[config.mk]
export PLATFORM = sky130hd
export DESIGN_NAME = id_stage
export DESIGN_NICKNAME = d
export VERILOG_FILES = /design/src/rtl/riscv_pkg.sv /design/src/rtl/reg_file.sv /design/src/rtl/id_stage.sv
export SDC_FILE = /design/constraint.sdc
export NUM_CORES = 2
export LEC_CHECK = 0
export BUFFER_PORTS_ARGS = -buffer_cell sky130_fd_sc_hd__buf_4
export CAP_MARGIN = 20
export CORE_MARGIN = 3
export CORE_UTILIZATION = 55
export CTS_CLUSTER_DIAMETER = 100
export DETAILED_ROUTE_END_ITERATION = 8
export PLACE_DENSITY = 0.72
export RECOVER_POWER = 25
export REMOVE_ABC_BUFFERS = 1
export SYNTH_ARGS = -nofsm -noshare
export SYNTH_HDL_FRONTEND = slang
export SYNTH_SLANG_ARGS = --single-unit
[constraint.sdc]
create_clock -name clk -period 2.72 [get_ports clk]
set_input_delay 0.544 -clock clk [delete_from_list [all_inputs] [get_ports clk]]
set_output_delay 0.544 -clock clk [all_outputs]
set_load 0.005 [all_outputs]
[src/rtl/riscv_pkg.sv]
// Shared RV32I decode constants, control bundle and immediate generator
// used by the instruction-decode stage.
package riscv_pkg;

  localparam logic [6:0] OPC_LUI    = 7'b0110111;
  localparam logic [6:0] OPC_AUIPC  = 7'b0010111;
  localparam logic [6:0] OPC_JAL    = 7'b1101111;
  localparam logic [6:0] OPC_JALR   = 7'b1100111;
  localparam logic [6:0] OPC_BRANCH = 7'b1100011;
  localparam logic [6:0] OPC_LOAD   = 7'b0000011;
  localparam logic [6:0] OPC_STORE  = 7'b0100011;
  localparam logic [6:0] OPC_OP_IMM = 7'b0010011;
  localparam logic [6:0] OPC_OP     = 7'b0110011;
  localparam logic [6:0] OPC_SYSTEM = 7'b1110011;

  typedef enum logic [1:0] {
    ALU_ADD    = 2'b00,
    ALU_BRANCH = 2'b01,
    ALU_FUNCT  = 2'b10,
    ALU_LUI    = 2'b11
  } alu_op_e;

  typedef enum logic [2:0] {
    IMM_NONE,
    IMM_I,
    IMM_S,
    IMM_B,
    IMM_U,
    IMM_J
  } imm_fmt_e;

  typedef struct packed {
    logic    reg_write;
    logic    mem_read;
    logic    mem_write;
    logic    branch;
    logic    jump;
    logic    alu_src;
    alu_op_e alu_op;
    logic    illegal;
  } ctrl_t;

  // Returns the 32-bit sign-extended immediate; B and J keep bit 0 cleared.
  function automatic logic [31:0] gen_imm(input imm_fmt_e fmt, input logic [31:0] ins);
    case (fmt)
      IMM_I:   return {{20{ins[31]}}, ins[31:20]};
      IMM_S:   return {{20{ins[31]}}, ins[31:25], ins[11:7]};
      IMM_B:   return {{19{ins[31]}}, ins[31], ins[7], ins[30:25], ins[11:8], 1'b0};
      IMM_U:   return {ins[31:12], 12'b0};
      IMM_J:   return {{11{ins[31]}}, ins[31], ins[19:12], ins[20], ins[30:21], 1'b0};
      default: return 32'b0;
    endcase
  endfunction

endpackage

[src/rtl/reg_file.sv]
// 32-entry 2R1W register file with write-first bypass; x0 is hardwired to zero.
module reg_file #(
  parameter int WORD_SIZE = 32
) (
  input  logic                 clk,
  input  logic                 rst,
  input  logic                 we,
  input  logic [4:0]           wr_addr,
  input  logic [WORD_SIZE-1:0] wr_data,
  input  logic [4:0]           rd1_addr,
  input  logic [4:0]           rd2_addr,
  output logic [WORD_SIZE-1:0] rd1_data,
  output logic [WORD_SIZE-1:0] rd2_data
);

  logic [WORD_SIZE-1:0] regs_q [32];
  logic [WORD_SIZE-1:0] regs_d [32];
  logic                 wr_live;

  assign wr_live = we && (wr_addr != 5'd0);

  always_comb begin
    regs_d = regs_q;
    if (wr_live) regs_d[wr_addr] = wr_data;
  end

  always_ff @(posedge clk) begin
    if (!rst) begin
      for (int i = 0; i < 32; i++) regs_q[i] <= '0;
    end else begin
      regs_q <= regs_d;
    end
  end

  // A same-cycle write wins over the stored value so the decoder sees fresh data.
  always_comb begin
    rd1_data = regs_q[rd1_addr];
    rd2_data = regs_q[rd2_addr];
    if (wr_live && (wr_addr == rd1_addr)) rd1_data = wr_data;
    if (wr_live && (wr_addr == rd2_addr)) rd2_data = wr_data;
    if (rd1_addr == 5'd0) rd1_data = '0;
    if (rd2_addr == 5'd0) rd2_data = '0;
  end

endmodule

[src/rtl/id_stage.sv]
// RV32I instruction-decode stage: IF/ID register, decoder, register file
// read and a fully registered ID/EX output bundle.
module id_stage #(
  parameter int WORD_SIZE = 32,
  parameter int NUM_WORDS = 1024,
  parameter int ADDR_SIZE = $clog2(NUM_WORDS)
) (
  input  logic                 clk,
  input  logic                 rst,
  input  logic [WORD_SIZE-1:0] instr,
  input  logic [ADDR_SIZE-1:0] pc_if,
  input  logic                 en,
  input  logic                 flush,
  input  logic                 wb_we,
  input  logic [4:0]           wb_rd,
  input  logic [WORD_SIZE-1:0] wb_data,
  output logic                 ex_valid,
  output logic [ADDR_SIZE-1:0] ex_pc,
  output logic [WORD_SIZE-1:0] ex_rs1_data,
  output logic [WORD_SIZE-1:0] ex_rs2_data,
  output logic [WORD_SIZE-1:0] ex_imm,
  output logic [4:0]           ex_rs1,
  output logic [4:0]           ex_rs2,
  output logic [4:0]           ex_rd,
  output logic [2:0]           ex_funct3,
  output logic                 ex_funct7b5,
  output logic                 ex_reg_write,
  output logic                 ex_mem_read,
  output logic                 ex_mem_write,
  output logic                 ex_branch,
  output logic                 ex_jump,
  output logic                 ex_alu_src,
  output logic [1:0]           ex_alu_op,
  output logic                 ex_illegal
);
  import riscv_pkg::*;

  logic [WORD_SIZE-1:0] instr_q, instr_d;
  logic [ADDR_SIZE-1:0] pc_q, pc_d;
  logic                 valid_q, valid_d;

  logic                 ex_valid_q, ex_valid_d;
  ctrl_t                ex_ctrl_q, ex_ctrl_d;
  logic [ADDR_SIZE-1:0] ex_pc_q, ex_pc_d;
  logic [WORD_SIZE-1:0] ex_rs1_data_q, ex_rs1_data_d;
  logic [WORD_SIZE-1:0] ex_rs2_data_q, ex_rs2_data_d;
  logic [WORD_SIZE-1:0] ex_imm_q, ex_imm_d;
  logic [4:0]           ex_rs1_q, ex_rs1_d, ex_rs2_q, ex_rs2_d, ex_rd_q, ex_rd_d;
  logic [2:0]           ex_funct3_q, ex_funct3_d;
  logic                 ex_funct7b5_q, ex_funct7b5_d;

  logic [31:0]          ins;
  ctrl_t                dec_ctrl;
  imm_fmt_e             dec_fmt;
  logic [WORD_SIZE-1:0] dec_imm;
  logic [WORD_SIZE-1:0] rs1_rdata, rs2_rdata;

  assign ins = instr_q[31:0];

  always_comb begin
    instr_d = instr_q;
    pc_d    = pc_q;
    valid_d = valid_q;
    if (flush) begin
      valid_d = 1'b0;
    end else if (en) begin
      instr_d = instr;
      pc_d    = pc_if;
      valid_d = 1'b1;
    end
  end

  always_comb begin
    dec_ctrl = '0;
    dec_fmt  = IMM_NONE;
    case (ins[6:0])
      OPC_LUI:    begin dec_ctrl.reg_write = 1'b1; dec_ctrl.alu_src = 1'b1; dec_ctrl.alu_op = ALU_LUI; dec_fmt = IMM_U; end
      OPC_AUIPC:  begin dec_ctrl.reg_write = 1'b1; dec_ctrl.alu_src = 1'b1; dec_fmt = IMM_U; end
      OPC_JAL:    begin dec_ctrl.reg_write = 1'b1; dec_ctrl.jump = 1'b1; dec_fmt = IMM_J; end
      OPC_JALR:   begin dec_ctrl.reg_write = 1'b1; dec_ctrl.jump = 1'b1; dec_ctrl.alu_src = 1'b1; dec_fmt = IMM_I; end
      OPC_BRANCH: begin dec_ctrl.branch = 1'b1; dec_ctrl.alu_op = ALU_BRANCH; dec_fmt = IMM_B; end
      OPC_LOAD:   begin dec_ctrl.reg_write = 1'b1; dec_ctrl.mem_read = 1'b1; dec_ctrl.alu_src = 1'b1; dec_fmt = IMM_I; end
      OPC_STORE:  begin dec_ctrl.mem_write = 1'b1; dec_ctrl.alu_src = 1'b1; dec_fmt = IMM_S; end
      OPC_OP_IMM: begin dec_ctrl.reg_write = 1'b1; dec_ctrl.alu_src = 1'b1; dec_ctrl.alu_op = ALU_FUNCT; dec_fmt = IMM_I; end
      OPC_OP:     begin dec_ctrl.reg_write = 1'b1; dec_ctrl.alu_op = ALU_FUNCT; end
      OPC_SYSTEM: dec_fmt = IMM_I;
      default:    dec_ctrl.illegal = 1'b1;
    endcase
    if (ins[11:7] == 5'd0) dec_ctrl.reg_write = 1'b0;
  end

  assign dec_imm = WORD_SIZE'($signed(gen_imm(dec_fmt, ins)));

  reg_file #(.WORD_SIZE(WORD_SIZE)) u_reg_file (
    .clk      (clk),
    .rst      (rst),
    .we       (wb_we),
    .wr_addr  (wb_rd),
    .wr_data  (wb_data),
    .rd1_addr (ins[19:15]),
    .rd2_addr (ins[24:20]),
    .rd1_data (rs1_rdata),
    .rd2_data (rs2_rdata)
  );

  // Anything other than a live, advancing instruction enters EX as an all-zero bubble.
  always_comb begin
    ex_valid_d    = 1'b0;
    ex_ctrl_d     = '0;
    ex_pc_d       = '0;
    ex_rs1_data_d = '0;
    ex_rs2_data_d = '0;
    ex_imm_d      = '0;
    ex_rs1_d      = '0;
    ex_rs2_d      = '0;
    ex_rd_d       = '0;
    ex_funct3_d   = '0;
    ex_funct7b5_d = 1'b0;
    if (en && !flush && valid_q) begin
      ex_valid_d    = 1'b1;
      ex_ctrl_d     = dec_ctrl;
      ex_pc_d       = pc_q;
      ex_rs1_data_d = rs1_rdata;
      ex_rs2_data_d = rs2_rdata;
      ex_imm_d      = dec_imm;
      ex_rs1_d      = ins[19:15];
      ex_rs2_d      = ins[24:20];
      ex_rd_d       = ins[11:7];
      ex_funct3_d   = ins[14:12];
      ex_funct7b5_d = ins[30];
    end
  end

  always_ff @(posedge clk) begin
    if (!rst) begin
      instr_q       <= '0;
      pc_q          <= '0;
      valid_q       <= 1'b0;
      ex_valid_q    <= 1'b0;
      ex_ctrl_q     <= '0;
      ex_pc_q       <= '0;
      ex_rs1_data_q <= '0;
      ex_rs2_data_q <= '0;
      ex_imm_q      <= '0;
      ex_rs1_q      <= '0;
      ex_rs2_q      <= '0;
      ex_rd_q       <= '0;
      ex_funct3_q   <= '0;
      ex_funct7b5_q <= 1'b0;
    end else begin
      instr_q       <= instr_d;
      pc_q          <= pc_d;
      valid_q       <= valid_d;
      ex_valid_q    <= ex_valid_d;
      ex_ctrl_q     <= ex_ctrl_d;
      ex_pc_q       <= ex_pc_d;
      ex_rs1_data_q <= ex_rs1_data_d;
      ex_rs2_data_q <= ex_rs2_data_d;
      ex_imm_q      <= ex_imm_d;
      ex_rs1_q      <= ex_rs1_d;
      ex_rs2_q      <= ex_rs2_d;
      ex_rd_q       <= ex_rd_d;
      ex_funct3_q   <= ex_funct3_d;
      ex_funct7b5_q <= ex_funct7b5_d;
    end
  end

  assign ex_valid     = ex_valid_q;
  assign ex_pc        = ex_pc_q;
  assign ex_rs1_data  = ex_rs1_data_q;
  assign ex_rs2_data  = ex_rs2_data_q;
  assign ex_imm       = ex_imm_q;
  assign ex_rs1       = ex_rs1_q;
  assign ex_rs2       = ex_rs2_q;
  assign ex_rd        = ex_rd_q;
  assign ex_funct3    = ex_funct3_q;
  assign ex_funct7b5  = ex_funct7b5_q;
  assign ex_reg_write = ex_ctrl_q.reg_write;
  assign ex_mem_read  = ex_ctrl_q.mem_read;
  assign ex_mem_write = ex_ctrl_q.mem_write;
  assign ex_branch    = ex_ctrl_q.branch;
  assign ex_jump      = ex_ctrl_q.jump;
  assign ex_alu_src   = ex_ctrl_q.alu_src;
  assign ex_alu_op    = ex_ctrl_q.alu_op;
  assign ex_illegal   = ex_ctrl_q.illegal;

endmodule

== Yosys cells after proc, flatten, opt, wreduce, memory -nomap -nowiden ==
Index checks and enable logic that the tools add are counted.

* Equality and inequality tests: 17
* Mux-type cells: 22
* Bitwise gates (word level): 6
* Reductions and logical operators: 24
* Magnitude comparators: 4

{| class="wikitable"
|+ Operator list
! cell !! count
|-
| 1024-bit bitwise mux || 1
|-
| 32-bit binary-select mux with 5-bit select || 2
|-
| 32-bit 2-to-1 mux || 7
|-
| 32-bit demux with 5-bit select || 1
|-
| 32-bit one-hot mux with 5 select lines || 1
|-
| 7-bit == test (second input constant) || 4
|-
| 7-bit by 6-bit == test with 1-bit output (second input constant) || 3
|-
| 6-bit >= comparator (second input constant) || 3
|-
| 5-bit NOT with 6-bit output || 3
|-
| 5-bit logical NOT || 3
|-
| 3-bit one-hot mux with 5 select lines || 1
|-
| 7-bit by 5-bit == test with 1-bit output (second input constant) || 2
|-
| 5-bit == test || 2
|-
| 10-bit OR reduction || 1
|-
| 3-bit OR reduction || 3
|-
| 1-bit 2-to-1 mux || 8
|-
| 2-bit OR reduction || 4
|-
| 7-bit by 2-bit == test with 1-bit output (second input constant) || 1
|-
| 7-bit OR reduction || 1
|-
| 3-bit by 2-bit == test with 1-bit output (second input constant) || 2
|-
| 3-bit == test (second input constant) || 2
|-
| 1-bit logical AND || 6
|-
| 6-bit by 1-bit less-than comparator with 1-bit output (second input constant) || 1
|-
| 2-bit one-hot mux with 3 select lines || 1
|-
| other kinds (7) || 10
|}

* Flip-flop bits (word level): 1,202
* Output and inout port bits: 135
* Input port bits: 84
* Logic and storage cells: 126

== Depth between registers and ports, before layout ==
* Word-level depth: 6
* Mapped depth: 10
* Mapped depth without buffers: 6

== Cells and area by module ==
Synthesis repeated with hierarchy kept, for this count alone.

* Cells, all modules: 6,697
* Area total of the unflattened synthesis: 61,013.5 sq um

{| class="wikitable"
|+ Modules (own cells, without submodules)
! module !! area an instance (sq um) !! cells an instance !! instances !! sequential area each (sq um)
|-
| reg_file || 55,371.9 || 6,151 || 1 || 20,499.7
|-
| id_stage || 5,641.7 || 546 || 1 || 3,563.4
|}

== Least setup slack after synthesis ==
OpenSTA, ideal clock, no wires.

* Path kind: reg-to-reg
* From: register instr_q[15] (netlist: ins[15])
* To: register ex_rs1_data_q[2] (netlist: ex_rs1_data[2])
* Stages on the path, launching flop included: 10
* Arrival time: 2.079 ns
* Buffers on the path: 5
* Required time: 2.603 ns
* Slack: 0.523 ns
* Library setup time: 0.117 ns
* Clock period less this slack: 2.197 ns
* Cell sequence: dfxtp_1 -> buf_6 -> buf_6 -> buf_2 -> buf_4 -> buf_2 -> mux2_2 -> a21oi_1 -> o2111ai_1 -> a32o_1

* Word-level cells in the longest chain between the ends: 5
* Elaborated cells on any way between the ends: 9
* Those cells by class: 1 x eq/ne; 4 x mux; 1 x bitwise; 3 x reduce/logical

{| class="wikitable"
|+ Ends and longest elaborated chain
! what !! line !! RTL
|-
| start: declaration || id_stage.sv:38 || <nowiki>logic [WORD_SIZE-1:0] instr_q, instr_d;</nowiki>
|-
| start signal: assignment || id_stage.sv:151 || <nowiki>instr_q <= instr_d;</nowiki>
|-
| 5-bit NOT with 6-bit output (not written as such) || reg_file.sv:37 || <nowiki>rd1_data = regs_q[rd1_addr];</nowiki>
|-
| 32-bit binary-select mux with 5-bit select || reg_file.sv:37 ||
|-
| 32-bit 2-to-1 mux (not written as such) (2 in a row) || reg_file.sv:37 ||
|-
| 32-bit 2-to-1 mux || reg_file.sv:39 || <nowiki>if (wr_live && (wr_addr == rd1_addr)) rd1_data = wr_data;</nowiki>
|-
| end signal: assignment || id_stage.sv:157 || <nowiki>ex_rs1_data_q <= ex_rs1_data_d;</nowiki>
|-
| end: declaration || id_stage.sv:45 || <nowiki>logic [WORD_SIZE-1:0] ex_rs1_data_q, ex_rs1_data_d;</nowiki>
|}

Several ways; a longest one is shown, not always the timed one. The select of a mux whose other input is x is not followed.
A chain may end at the register's enable or synchronous reset.

== Worst setup path after layout ==
* From: input port wb_rd[1]
* To: register u_reg_file.regs_q[158] (netlist name)

* Word-level cells in the longest chain between the ends: 6
* Elaborated cells on any way between the ends: 9
* Those cells by class: 2 x order compare; 3 x mux; 1 x bitwise; 3 x reduce/logical

{| class="wikitable"
|+ Ends and longest elaborated chain
! what !! line !! RTL
|-
| start: declaration || id_stage.sv:15 || <nowiki>input logic [4:0] wb_rd,</nowiki>
|-
| 5-bit NOT with 6-bit output (not written as such) || reg_file.sv:24 || <nowiki>if (wr_live) regs_d[wr_addr] = wr_data;</nowiki>
|-
| 6-bit >= comparator (not written as such) / 6-bit by 1-bit less-than comparator with 1-bit output (equally long branches) || reg_file.sv:24 ||
|-
| 1-bit logical AND (not written as such) || reg_file.sv:24 ||
|-
| 32-bit 2-to-1 mux (not written as such) || reg_file.sv:24 ||
|-
| 32-bit demux with 5-bit select || reg_file.sv:24 ||
|-
| 1024-bit bitwise mux || reg_file.sv:24 ||
|-
| end signal: assignment || reg_file.sv:31 || <nowiki>regs_q <= regs_d;</nowiki>
|-
| end: declaration || reg_file.sv:16 || <nowiki>logic [WORD_SIZE-1:0] regs_q [32];</nowiki>
|}

Several ways; a longest one is shown, not always the timed one.

==> metrics.log <==
[metrics] status: finished with violations
[metrics] violated checks: max-capacitance violations, max-slew violations
[metrics] vias per inst: 6.70
[metrics] most frequent cell on the critical path: sky130_fd_sc_hd__clkbuf_2
[metrics] Tightest Pin Transition: 1.77 ns
[metrics] area delta synth->final: 15.3%
[metrics] worst setup skew after layout: ~0.037 ns
[metrics] number of global-route vias before repair: 51000
[metrics] RSZ-0062 raised after global routing: no
[metrics] worst-path cell with the longest stage delay: sky130_fd_sc_hd__clkbuf_2
[metrics] met3 usage in global routing: a little over an eighth
[metrics] Arr. time, crit path: 3.36 ns
[metrics] Startpoint Class: input pin
[metrics] Post-Synthesis Cell Area: 59900 sq um
[metrics] largest net degree at the start of global routing: 177
[metrics] Max VDD drop: 0.000483 V
[metrics] syn avg cell area: 9.15 sq um
[metrics] CTS Sinks: 1202
[metrics] commonest cells after routing, fill and taps aside: sky130_fd_sc_hd__nand2_1 (2172), sky130_fd_sc_hd__dfxtp_1 (1192), sky130_fd_sc_hd__a21boi_0 (924), sky130_fd_sc_hd__buf_4 (413), sky130_fd_sc_hd__mux4_2 (357)
[metrics] Max Freq: 370 MHz
[metrics] via count: 54000
[metrics] cells along the critical path: clkbuf_1, nand3_1, clkbuf_2, nor2_4, clkbuf_2, nand2_1, a21boi_0
[metrics] prevailing post-synth register cell: sky130_fd_sc_hd__dfxtp_1
[metrics] number of max-cap violations: 5
[metrics] leading cell type in the layout, fill and taps excluded: sky130_fd_sc_hd__nand2_1
[metrics] number of DRC markers after the initial detailed-route iteration: about 8100
[metrics] total die area: 113000 sq um
[metrics] standby leakage power: 22.5 nW
[metrics] switching part of the total: between 20 and 25%
[metrics] post-detailed-route DRC marker count: 0
[metrics] Setup-failing EPs final: 0
[metrics] row count: 120
[metrics] fin util: 64.2%
[metrics] Rel. slew slack: -17.7%
[metrics] share of synthesized registers carrying an async set or reset: 0%
[metrics] worst hold stages: 3
[metrics] fraction of layout instances using a drive strength above 1: between 10% and 20%
[metrics] number of pins exceeding their max-slew limit in the final report: just under 500
[metrics] clock tree root buffer cell: sky130_fd_sc_hd__clkbuf_16
[metrics] routing usage on met1: a little over half
[metrics] GRT Total Usage: 40.6%
[metrics] total wirelength of the detailed-routed design: 235000 um
[metrics] number of top-level design ports: between 200 and 250
[metrics] global-route wire length before repair: 339000 um
[metrics] Critical Path Fanout Max: 26
[metrics] fin nets: between 6000 and 7000
[metrics] required time at the endpoint of the critical path: between 3 and 4 ns
[metrics] DR pass1 iterations: 7
[metrics] count of mapped cells out of synthesis: 6543
[metrics] Crit Path Category: in2reg
[metrics] global routing met2 resource utilization: 59.4%
[metrics] Post-DP Area: 64700 sq um
[metrics] remaining global-route overflow: 0
[metrics] HP Class: in2reg
[metrics] total CTS buffers: 134
[metrics] number of enable flip-flop cells after synthesis: 0
[metrics] Core ar.: between 100000 and 150000 sq um
[metrics] initial antenna violation count: 7
[metrics] final routed wire length divided by cell count: approximately 29 um
[metrics] chip width: 336 um
[metrics] remaining number of nets flagged by the antenna check after routing: 0
[metrics] TNS Setup: 0 ns
[metrics] postcts setup bufs: 0
[metrics] total of cells resized after clock tree synthesis: 0
[metrics] Vert. Die Dim: 336 um
[metrics] post-DP HPWL: approximately 150000 um
[metrics] Tmin final: 2.70 ns
[metrics] sequential element share of the synthesized area: 40.2%
[metrics] clock latency at the later pin of the worst-skew pair: ~0.77 ns
[metrics] CTS H-tree depth: 4
[metrics] final instance area: 69000 sq um
[metrics] Max Buffers Root-to-Sink: 3
[metrics] Clock Power Share: 47.8%
[metrics] pwr/cell area: approximately 580 nW/um^2
[metrics] number of synthesized register bits: around 1200
[metrics] port bufs: roughly 220
[metrics] TritonCTS clock tree: yes
[metrics] kind of end point of the critical path: flip-flop
[metrics] share of total power in sequential cells: between 40% and 50%
[metrics] R2R depth: 7
[metrics] internal power contribution: 30.4 mW
[metrics] Initial Util: 55.7%
[metrics] Max stage delay on crit path: 1.08 ns
[metrics] warning count from the yosys run: 0
[metrics] combinational group share of total power: 7.8%
[metrics] count of unique library cells instantiated by Yosys: 59
[metrics] period utilisation layout: 99.3%
[metrics] post-CTS clock slew at the launch and capture registers of the worst setup and hold paths: approximately 0.060 ns
[metrics] placer congestion estimate: 0.952
[metrics] most crowded layer after global routing: met2
[metrics] Fin. Hold Viols: 0
[metrics] switching power total: 9.86 mW
## flip-flops by register name, indices dropped and copies added (netlist names), 2 cells and up
signal             count
ex_funct3              3
ex_rs2                 5
ex_rs1                 5
ex_rd                  5
u_reg_file.regs_q   1024
ex_imm                32
ins                   32
ex_rs1_data           32
ex_pc                 10
ex_alu_op              2
pc_q                  10
ex_rs2_data           32
## metal layers
layer  share of wire [%]  up-vias  routed length, um
met1                  37    26100              86100
met2                  42     4140              98900
met5               0.032        -                 75
li1                    -    22800                  -
met3                  14      994              33700
met4                 6.9       10              16300
## cell type report
cell class / instances / area, sq um
Inverter: 6 / 22.5
Antenna cell: 5 / 12.5
Sequential cell: 1202 / 24100
Multi-Input combinational cell: 4647 / 33200
Clock inverter: 53 / 679
Fill cell: 8618 / 38500
Clock buffer: 189 / 3960
Timing Repair Buffer: 548 / 5300
Tap cell: 1403 / 1760
## worst max-delay path: cells and delay by family
kind	cells	cell delay [ns]
compound gates	1	0.26
buf+inv	3	1.86
simple gates	3	0.67
## power groups by stage
stage	clock network [mW]	registers, mW	logic, mW
floorplan	0	18.5	1.31
global placement	0	18.3	2.97
detailed placement	0	18.3	2.99
CTS	19.3	17.9	3.00
global route	19.9	17.9	3.18
finish	19.2	17.9	3.12
## per-stage QoR
step	std cells	worst slack, ns	total power [mW]	hold WS [ns]
5_1_grt	8049	0.0288	41.0	0.0602
2_1_floorplan	5855	-10.49	19.8	0.430
3_3_place_gp	7801	0.0782	21.2	0.434
3_5_place_dp	7805	0.0651	21.3	0.438
4_1_cts	8048	0.181	40.1	0.0236
6_report	8053	0.0193	40.2	0.0571
## logic make-up (layout without fill, tap and decap cells)
| family | Yosys count | count (layout) | share of synthesized area, % |
|---|---|---|---|
| buf+inv | 694 | 796 | 4.98 |
| compound gates | 1505 | 1505 | 19.1 |
| flops | 1202 | 1202 | 40.2 |
| mux | 733 | 733 | 19.9 |
| simple gates | 2398 | 2398 | 15.7 |
| other cells | 0 | 5 | 0 |
| xor+xnor | 11 | 11 | 0.161 |
## worst paths after layout
path	from	end	slack, ns
worst max-delay path	wb_rd[1]	u_reg_file.regs_q[158]	0.02
worst min-delay path	instr[3]	ins[3]	0.06
worst max register to register	ins[17]	ex_rs1_data[1]	0.05
worst min register to register	pc_q[2]	ex_pc[2]	0.45
## cells in the mapped netlist (5+ instances only)
| master | instances | area, sq um |
|---|---|---|
| sky130_fd_sc_hd__and2_1 | 69 | 432 |
| sky130_fd_sc_hd__a21oi_1 | 132 | 661 |
| sky130_fd_sc_hd__mux2_2 | 69 | 777 |
| sky130_fd_sc_hd__a22o_1 | 27 | 236 |
| sky130_fd_sc_hd__buf_6 | 6 | 67.6 |
| sky130_fd_sc_hd__mux4_2 | 357 | 8040 |
| sky130_fd_sc_hd__clkbuf_1 | 508 | 1910 |
| sky130_fd_sc_hd__o22a_1 | 10 | 87.6 |
| sky130_fd_sc_hd__buf_1 | 17 | 63.8 |
| sky130_fd_sc_hd__a221o_1 | 61 | 611 |
| sky130_fd_sc_hd__nand3_1 | 7 | 35.0 |
| sky130_fd_sc_hd__a32o_1 | 64 | 641 |
| sky130_fd_sc_hd__buf_2 | 101 | 505 |
| sky130_fd_sc_hd__buf_4 | 55 | 413 |
| sky130_fd_sc_hd__mux2i_1 | 307 | 3070 |
| sky130_fd_sc_hd__a21boi_0 | 923 | 6930 |
| sky130_fd_sc_hd__xor2_1 | 5 | 43.8 |
| sky130_fd_sc_hd__nand4_1 | 10 | 62.6 |
| sky130_fd_sc_hd__nor2_1 | 53 | 199 |
| sky130_fd_sc_hd__nor2b_1 | 11 | 68.8 |
| sky130_fd_sc_hd__xnor2_1 | 6 | 52.6 |
| sky130_fd_sc_hd__nand2_1 | 2203 | 8270 |
| sky130_fd_sc_hd__a22oi_1 | 68 | 510 |
| sky130_fd_sc_hd__a21boi_1 | 111 | 833 |
| sky130_fd_sc_hd__o221ai_1 | 86 | 753 |
| sky130_fd_sc_hd__nor3_1 | 5 | 25.0 |
| sky130_fd_sc_hd__dfxtp_1 | 1202 | 24100 |
## repair_timing
action                                 4_1_cts  5_1_grt
endpoints found under the hold margin        1        0
hold buffers                                 1        0
setup endpoints to repair                    0        0
No activity file was read; power rests on OpenSTA's default activity.
